===== src/rtl/agc_pkg.sv =====
// Shared types and width helpers for the AGC sequencer slice.
package agc_pkg;

    typedef enum logic [2:0] {
        ST_IDLE,
        ST_ACCUM,
        ST_FLUSH,
        ST_DECIDE,
        ST_SETTLE
    } state_t;

    // Width of one beat's lane-sum of magnitudes; |-2**(d-1)| needs no extra bit.
    function automatic int sum_width(input int din_w, input int lanes);
        return din_w + $clog2(lanes);
    endfunction

    function automatic int acc_width(input int din_w, input int lanes, input int window_log2);
        return sum_width(din_w, lanes) + window_log2;
    endfunction

    function automatic logic [31:0] full_scale_pos(input int din_w);
        return (32'd1 << (din_w - 1)) - 32'd1;
    endfunction

    function automatic logic [31:0] full_scale_neg(input int din_w);
        return 32'd1 << (din_w - 1);
    endfunction

endpackage


===== src/rtl/agc_abs_sum.sv =====
// Stage 1: per-lane magnitude, lane adder tree and full-scale detect, one register deep.
module agc_abs_sum
    import agc_pkg::*;
#(
    parameter int PARALLEL  = 4,
    parameter int DIN_WIDTH = 8,
    localparam int SUM_W    = sum_width(DIN_WIDTH, PARALLEL)
) (
    input  logic                          clk,
    input  logic                          rst_n,
    input  logic [DIN_WIDTH*PARALLEL-1:0] din,
    input  logic                          beat_valid,
    output logic [SUM_W-1:0]              sum,
    output logic                          sat,
    output logic                          sum_valid
);

    localparam logic [DIN_WIDTH-1:0] FS_POS = DIN_WIDTH'(full_scale_pos(DIN_WIDTH));
    localparam logic [DIN_WIDTH-1:0] FS_NEG = DIN_WIDTH'(full_scale_neg(DIN_WIDTH));

    logic [SUM_W-1:0] sum_c;
    logic             sat_c;

    // NOTE: every always_comb output gets a default first, so no path can infer a latch.
    always_comb begin
        sum_c = '0;
        sat_c = 1'b0;
        for (int i = 0; i < PARALLEL; i++) begin
            logic [DIN_WIDTH-1:0] lane;
            logic [DIN_WIDTH-1:0] inv;
            logic [SUM_W-1:0]     mag;
            lane  = din[DIN_WIDTH*i +: DIN_WIDTH];
            inv   = ~lane;
            mag   = lane[DIN_WIDTH-1] ? SUM_W'(inv) + SUM_W'(1) : SUM_W'(lane);
            sum_c = sum_c + mag;
            sat_c = sat_c | (lane == FS_POS) | (lane == FS_NEG);
        end
    end

    // NOTE: sequential state uses non-blocking assignment so all flops update together.
    always_ff @(posedge clk) begin
        if (!rst_n) begin
            sum       <= '0;
            sat       <= 1'b0;
            sum_valid <= 1'b0;
        end else begin
            sum_valid <= beat_valid;
            if (beat_valid) begin
                sum <= sum_c;
                sat <= sat_c;
            end
        end
    end

endmodule


===== src/rtl/agc_ctrl.sv =====
// AGC sequencer: windowed amplitude measurement, one-step gain adjust, settle hold-off.
module agc_ctrl
    import agc_pkg::*;
#(
    parameter int PARALLEL      = 4,
    parameter int DIN_WIDTH     = 8,
    parameter int WINDOW_LOG2   = 10,
    parameter int GAIN_WIDTH    = 4,
    parameter int GAIN_MAX      = 15,
    parameter int GAIN_INIT     = 8,
    parameter int SETTLE_CYCLES = 16,
    localparam int ACC_W        = acc_width(DIN_WIDTH, PARALLEL, WINDOW_LOG2)
) (
    input  logic                          clk,
    input  logic                          rst_n,
    input  logic                          enable,
    input  logic [DIN_WIDTH*PARALLEL-1:0] din,
    input  logic                          din_valid,
    input  logic [ACC_W-1:0]              target_hi,
    input  logic [ACC_W-1:0]              target_lo,
    output logic [GAIN_WIDTH-1:0]         gain,
    output logic                          gain_update,
    output logic [ACC_W-1:0]              power,
    output logic                          sat_seen,
    output logic                          busy
);

    localparam int SUM_W = sum_width(DIN_WIDTH, PARALLEL);
    localparam int SET_W = $clog2(SETTLE_CYCLES + 1);

    state_t                  state_q, state_d;
    logic [WINDOW_LOG2-1:0]  beat_cnt;
    logic [SET_W-1:0]        settle_cnt;
    logic [ACC_W-1:0]        acc;
    logic                    sat_acc;
    logic [SUM_W-1:0]        s1_sum;
    logic                    s1_sat;
    logic                    s1_valid;
    logic                    accept;
    logic                    last_beat;
    logic                    settle_done;
    logic                    clear_window;
    logic                    go_down;
    logic                    go_up;
    logic [GAIN_WIDTH-1:0]   gain_d;
    logic                    gain_chg;

    assign accept       = enable && (state_q == ST_ACCUM) && din_valid;
    assign last_beat    = accept && (beat_cnt == '1);
    assign settle_done  = (settle_cnt == SET_W'(SETTLE_CYCLES - 1));
    assign clear_window = !enable || (state_q == ST_IDLE) || (state_q == ST_DECIDE);
    assign busy         = (state_q != ST_IDLE);

    agc_abs_sum #(
        .PARALLEL  (PARALLEL),
        .DIN_WIDTH (DIN_WIDTH)
    ) u_abs_sum (
        .clk        (clk),
        .rst_n      (rst_n),
        .din        (din),
        .beat_valid (accept),
        .sum        (s1_sum),
        .sat        (s1_sat),
        .sum_valid  (s1_valid)
    );

    // Decrement wins over increment, which also covers target_lo > target_hi.
    always_comb begin
        go_down = sat_acc || (acc > target_hi);
        go_up   = !go_down && (acc < target_lo);
        gain_d  = gain;
        if (go_down && (gain != '0))
            gain_d = gain - GAIN_WIDTH'(1);
        else if (go_up && (gain != GAIN_WIDTH'(GAIN_MAX)))
            gain_d = gain + GAIN_WIDTH'(1);
        gain_chg = (gain_d != gain);
    end

    always_comb begin
        state_d = state_q;
        if (!enable) begin
            state_d = ST_IDLE;
        end else begin
            case (state_q)
                ST_IDLE:   state_d = ST_ACCUM;
                ST_ACCUM:  if (last_beat) state_d = ST_FLUSH;
                ST_FLUSH:  state_d = ST_DECIDE;
                ST_DECIDE: state_d = gain_chg ? ST_SETTLE : ST_ACCUM;
                ST_SETTLE: if (settle_done) state_d = ST_ACCUM;
                default:   state_d = ST_IDLE;
            endcase
        end
    end

    always_ff @(posedge clk) begin
        if (!rst_n) state_q <= ST_IDLE;
        else        state_q <= state_d;
    end

    always_ff @(posedge clk) begin
        if (!rst_n) begin
            beat_cnt    <= '0;
            settle_cnt  <= '0;
            acc         <= '0;
            sat_acc     <= 1'b0;
            gain        <= GAIN_WIDTH'(GAIN_INIT);
            gain_update <= 1'b0;
            power       <= '0;
            sat_seen    <= 1'b0;
        end else begin
            gain_update <= 1'b0;
            settle_cnt  <= (enable && state_q == ST_SETTLE) ? settle_cnt + SET_W'(1) : '0;

            if (clear_window) begin
                beat_cnt <= '0;
                acc      <= '0;
                sat_acc  <= 1'b0;
            end else begin
                if (accept)
                    beat_cnt <= beat_cnt + WINDOW_LOG2'(1);
                if (s1_valid) begin
                    acc     <= acc + ACC_W'(s1_sum);
                    sat_acc <= sat_acc | s1_sat;
                end
            end

            if (enable && state_q == ST_DECIDE) begin
                power       <= acc;
                sat_seen    <= sat_acc;
                gain        <= gain_d;
                gain_update <= gain_chg;
            end
        end
    end

endmodule


===== config.mk =====
export PLATFORM = sky130hd
export DESIGN_NAME = agc_ctrl
export DESIGN_NICKNAME = d
export VERILOG_FILES = /design/src/rtl/agc_pkg.sv /design/src/rtl/agc_abs_sum.sv /design/src/rtl/agc_ctrl.sv
export SDC_FILE = /design/constraint.sdc
export NUM_CORES = 1
export LEC_CHECK = 0
export ABC_AREA = 0
export CAP_MARGIN = 40
export CELL_PAD_IN_SITES_DETAIL_PLACEMENT = 0
export CELL_PAD_IN_SITES_GLOBAL_PLACEMENT = 2
export CORE_ASPECT_RATIO = 1.75
export CORE_MARGIN = 2
export CORE_UTILIZATION = 33
export CTS_BUF_LIST = sky130_fd_sc_hd__clkbuf_8
export CTS_CLUSTER_SIZE = 30
export DETAILED_ROUTE_END_ITERATION = 16
export PLACE_DENSITY = 0.91
export SLEW_MARGIN = 20
export SYNTH_ARGS = -nofsm -noshare
export SYNTH_HDL_FRONTEND = slang
export SYNTH_HIERARCHICAL = 1
export SYNTH_SLANG_ARGS = --single-unit

===== constraint.sdc =====
create_clock -name clk -period 6.2 [get_ports clk]
set_input_delay 1.86 -clock clk [delete_from_list [all_inputs] [get_ports clk]]
set_output_delay 1.86 -clock clk [all_outputs]
set_load 0.02 [all_outputs]

==> run summary, run 1 <==
Mapped Cells -> 765
die width -> 108 µm
internal power -> 0.976 mW
# nets final -> 1030
Final Hold Fails -> 0
Routed Antenna Nets -> 0
GR Overflow Total -> 0
Area contributors post-synth -> dfxtp_1 25%, ha_1 14%, nand2_1 6.2%
clk slew on worst S/H paths -> 0.08 ns
most common cell after layout, fill and taps aside -> nand2_1
H-Tree Depth -> 3
Mapped Area -> 6240 µm²
Max Clock Freq -> 186 MHz
most frequent cells in the layout -> 103 x nand2_1, 102 x clkdlybuf4s50_1, 95 x inv_1, 77 x dfxtp_1, 71 x ha_1
net switching power -> 0.443 mW
starting density of the core -> 0.336
min-delay worst type -> register to register
flops & latches, synth -> 77
port bufs -> 102
TritonCTS Buffers -> 9
total wire length -> 16200 µm
LEAKAGE -> 3.20 nW
first-pass GRT wire length -> 26100 µm
Clock Latency Late Sink -> 0.35 ns
clock group share of total power -> 0.328
CTS hold repair buffers -> 0
Vias -> 5492
setup TNS -> 0 ns
met2 wire len -> 8830 µm
Synth-to-Final Area Change -> 24.0%
Placer Congestion -> 0.807
post-synth top area share -> 0.247
Yosys top cell by area -> dfxtp_1
clock sinks -> 77
startpoint types -> primary input
Mapped Avg Cell Area -> 8.16 µm²
share of layout cells above drive strength 1 -> 0.0484
CTS max path bufs -> 2
worst-path fanout max -> 5
Reg power frac -> 0.356
outcome -> complete, no violations
FP Rows -> 66
Avg Vias per Cell -> 4.97
Post-CTS Setup Repair Bufs -> 0
CP arrival -> 5.64 ns
Comb power frac -> 0.316
vias in the first global route -> 5421
Final Max Slew Viols -> 0
commonest register cell after synthesis -> dfxtp_1
Max Cap Viol -> 0
DP Area -> 7510 µm²
wire per inst -> 14.7 µm
Max Used Layer -> met4
I/O pin cnt -> 103
sw frac -> 0.312
slew margin rel. -> 0.429
core area -> 18600 µm²
Yosys cell types -> 76
sequential share of the synthesized area -> 0.247
Worst-Margin Slew -> 0.849 ns
CP required -> 6.47 ns
power per cell area -> 183 nW/µm²
Post-synth EDFFs -> 0
critical path endpoint category -> register
FFs w/ async S/R, synth -> 0
Root Driver -> clkbuf_8
total track usage -> 0.166
final setup violation count -> 0
drt drc -> 0
RSZ-0062 raised after global routing -> false
peak supply drop -> 0.0000874 V
Final period util -> 0.867
WL met1 -> 6370 µm
Fin Clk Skew -> 0.0125 ns
fin worst setup slack -> 0.824 ns
Tot Pwr -> 1.42 mW
synthesis warning total -> 6
pin count of the biggest net entering global routing -> 42
design area -> 7740 µm²
Die Ht -> 186 µm
1st-iter DRT viols -> 148
DP Worst Slack -> 0.415 ns
HPWL Detailed -> 13300 µm
drt pass-1 iters -> 4
number of diodes -> 0
Period minus WS final -> 5.38 ns
CP Class -> primary input to register
Post-CTS Resized -> 0
CTS tree -> yes
initial antenna violation count -> 0
WL met3 -> 599 µm
die area -> 20100 µm²
fin util -> 0.417
[flip-flops by register name (all words and copies together) (netlist names)]
name                 count
u_abs_sum/sat            1
state_q                  3
settle_cnt               5
gain_update              1
sat_seen                 1
power                   20
u_abs_sum/sum_valid      1
acc                     20
beat_cnt                10
sat_acc                  1
gain                     4
u_abs_sum/sum           10
[per-layer routing]
metal / track usage / up-vias
met5: 0 / -
met2: 0.328 / 105
li1: - / 2854
met3: 0.0249 / 13
met1: 0.172 / 2520
met4: 0.0605 / 0
[layout make-up]
cell class                 count  area, µm²
fill                        1966      10800
timing repair buffer         108       1080
clock buffer                  10        138
multi-input combinational    573       4230
sequential                    77       1540
inverter                      95        357
clock inverter                 4       97.6
tap                          238        298
[power by group through the flow]
stage	clock [mW]	sequential (mW)	combinational, mW
global route	0.497	0.505	0.518
floorplan	0	0.514	0.318
finish	0.465	0.504	0.449
detailed placement	0	0.516	0.455
CTS	0.475	0.504	0.457
global placement	0	0.516	0.452
[critical path, stage by stage]
cell and delay [ns]:
clkdlybuf4s50_1 0.59, inv_1 0.10, ha_1 0.29, nand2_1 0.06
o21ai_0 0.17, fa_1 0.57, inv_1 0.05, fa_1 0.46
inv_1 0.07, ha_1 0.19, inv_1 0.06, fa_1 0.42
nor2b_4 0.15, o31a_1 0.25, o21ai_0 0.13, a211oi_1 0.20
[synthesized netlist by cell type (3+ instances only)]
cell	number
inv_1	95
xnor2_1	26
nor4_1	3
dfxtp_1	77
o21a_1	8
mux2i_1	10
ha_1	71
and3_1	4
nand3b_1	4
nor2b_1	6
nand4b_1	3
nand2_1	103
a211oi_1	14
or3_1	7
nand3_1	17
a21oi_1	21
a31oi_1	8
o21ai_1	5
fa_1	19
nand4_1	17
or4_1	7
buf_1	3
nand2b_1	5
a211o_1	3
o31ai_1	7
o2111ai_1	4
nor3_1	18
o21ai_0	21
o211ai_1	9
and4b_1	4
a21o_1	7
xor2_1	14
clkbuf_1	12
a21boi_0	24
nor2_1	54
[cells by family after synthesis]
group                    synth area share
XOR/XNOR                           0.0561
AO/OA/AOI/OAI                       0.179
other                            0.000601
multiplexers                       0.0196
flip-flops                          0.247
buffers and inverters              0.0771
adder cells (fa/ha/maj)             0.203
AND/OR/NAND/NOR                     0.217
[final timing paths]
| kind | slack [ns] | end | cells after the start | startpoint |
|---|---|---|---|---|
| min | 0.46 | settle_cnt[0] | 1 | settle_cnt[0] |
| max reg2reg | 3.52 | gain[3] | 7 | acc[18] |
| min reg2reg | 0.46 | settle_cnt[0] | 1 | settle_cnt[0] |
| max | 0.82 | u_abs_sum/sum[9] | 16 | din[0] |
[metrics by stage]
step           hold slack [ns]  instances
2_1_floorplan            0.418        768
3_3_place_gp             0.433       1089
3_5_place_dp             0.442       1091
4_1_cts                  0.462       1105
5_1_grt                  0.485       1105
6_report                 0.461       1105
Power figures use the tool's default switching activity.
==> run 2: changes to the inputs <==
Settings changed: CORE_MARGIN 2 to unset, GPL_ROUTABILITY_DRIVEN set to 0.
==> run 2 against run 1 <==
  * Critical path depth did not move
  * Die area fell by 2.9%
  * Via count rose by 1.5%
  * Combinational power barely moved
  * Wire length fell by 0.26%
  * Largest power group unchanged
==> run summary, run 2 (same netlist as run 1, synthesis figures left out) <==
HPWL Detailed -> 13200 µm
total wire length -> 16200 µm
setup TNS -> 0 ns
min-delay worst type -> register to register
clock sinks -> 77
share of layout cells above drive strength 1 -> 0.0495
Final period util -> 0.863
Avg Vias per Cell -> 5.03
fill count -> 1940
drt pass-1 iters -> 4
RSZ-0062 raised after global routing -> false
sw frac -> 0.325
I/O pin cnt -> 103
core area -> 18600 µm²
die area -> 19500 µm²
clock group share of total power -> 0.314
final setup violation count -> 0
Max Clock Freq -> 187 MHz
Post-CTS Setup Repair Bufs -> 0
Routed Antenna Nets -> 0
drt drc -> 0
Reg power frac -> 0.362
slew margin rel. -> 0.414
Comb power frac -> 0.324
net switching power -> 0.453 mW
met3 GRT Util -> 0.0262
pin count of the biggest net entering global routing -> 41
CTS hold repair buffers -> 0
GR Util met2 -> 0.348
# nets final -> 1030
Clock Latency Late Sink -> 0.36 ns
CP required -> 6.48 ns
Worst-Margin Slew -> 0.867 ns
TritonCTS Buffers -> 9
H-Tree Depth -> 3
Fin Clk Skew -> 0.0152 ns
outcome -> complete, no violations
internal power -> 0.941 mW
FP Rows -> 66
Period minus WS final -> 5.35 ns
DP Worst Slack -> 0.469 ns
worst-path fanout max -> 5
critical path endpoint category -> register
CTS max path bufs -> 2
CP arrival -> 5.63 ns
power per cell area -> 180 nW/µm²
design area -> 7730 µm²
GR Overflow Total -> 0
1st-iter DRT viols -> 166
wire per inst -> 14.6 µm
Die Ht -> 184 µm
LEAKAGE -> 3.21 nW
vias in the first global route -> 5389
total track usage -> 0.172
most frequent cells in the layout -> 103 x nand2_1, 102 x clkdlybuf4s50_1, 96 x inv_1, 77 x dfxtp_1, 71 x ha_1
DP Area -> 7510 µm²
port bufs -> 102
Post-CTS Resized -> 0
startpoint types -> primary input
Synth-to-Final Area Change -> 23.8%
most common cell after layout, fill and taps aside -> nand2_1
fin worst setup slack -> 0.851 ns
initial antenna violation count -> 0
Top Usage Layer GRT -> met2
Root Driver -> clkbuf_8
Final Max Slew Viols -> 0
clk slew on worst S/H paths -> 0.09 ns
Max Cap Viol -> 0
GRT met1 Usage -> 0.176
Vias -> 5573
Final Hold Fails -> 0
peak supply drop -> 0.0000834 V
number of diodes -> 0
CP Class -> primary input to register
Post-Layout Cell Count -> 1107
CTS tree -> yes
starting density of the core -> 0.336
top flop regs -> acc: 20 flops, power: 20 flops
Inst Count DP -> 1091
die width -> 106 µm
first-pass GRT wire length -> 26100 µm
## run 2: cell types whose count changed in the layout (fill, tap and decap cells not counted), sizes merged
cell and delta:
bufinv -1, clkinvlp -1, clkinv +2, inv +2
## run 2: cell type report
cell class | instances | area (µm²) | area share
clock buffers | 10 | 138 | 0.0178
clock inverters | 6 | 86.3 | 0.0112
inverters | 95 | 357 | 0.0461
multi-input cells | 573 | 4230 | 0.548
flip-flops and latches | 77 | 1540 | 0.199
well taps | 238 | 298 | 0.0385
repair buffers | 108 | 1080 | 0.139
## run 2: power groups by stage
stage | logic (mW) | clock network (mW) | registers [mW]
after floorplan | 0.318 | 0 | 0.514
after global placement | 0.451 | 0 | 0.516
after detailed placement | 0.454 | 0 | 0.516
after CTS | 0.457 | 0.449 | 0.504
after global routing | 0.515 | 0.469 | 0.505
final | 0.452 | 0.438 | 0.504
## run 2: per-stage QoR
step | total power [mW] | utilization | hold slack (ns)
detailed placement | 0.970 | 0.404 | 0.457
CTS | 1.41 | 0.416 | 0.469
floorplan | 0.832 | - | 0.418
global placement | 0.966 | 0.403 | 0.434
finish | 1.39 | 0.416 | 0.466
global route | 1.49 | 0.416 | 0.486
## run 2: critical path: stages
cell	delay, ns
clkdlybuf4s50_1	0.58
inv_1	0.09
ha_1	0.29
nand2_1	0.06
o21ai_0	0.17
fa_1	0.57
inv_1	0.05
fa_1	0.46
inv_1	0.07
ha_1	0.20
inv_1	0.07
fa_1	0.42
nor2b_4	0.15
o31a_1	0.25
o21ai_0	0.13
a211oi_1	0.19
## run 2: final timing paths
kind             start               end  slack (ns)  cells after the start
min reg2reg  power[14]         power[14]        0.47                      2
max reg2reg    acc[18]           gain[3]        3.54                      7
min          power[14]         power[14]        0.47                      2
max             din[0]  u_abs_sum/sum[9]        0.85                     16
## run 2: layer usage
| layer | share of wire | routed length, µm | vias to the layer above |
|---|---|---|---|
| met4 | 0.015 | 247 | 0 |
| met2 | 0.55 | 8990 | 122 |
| met3 | 0.036 | 583 | 15 |
| met5 | 0 | 0 | - |
| li1 | - | - | 2851 |
| met1 | 0.39 | 6370 | 2585 |
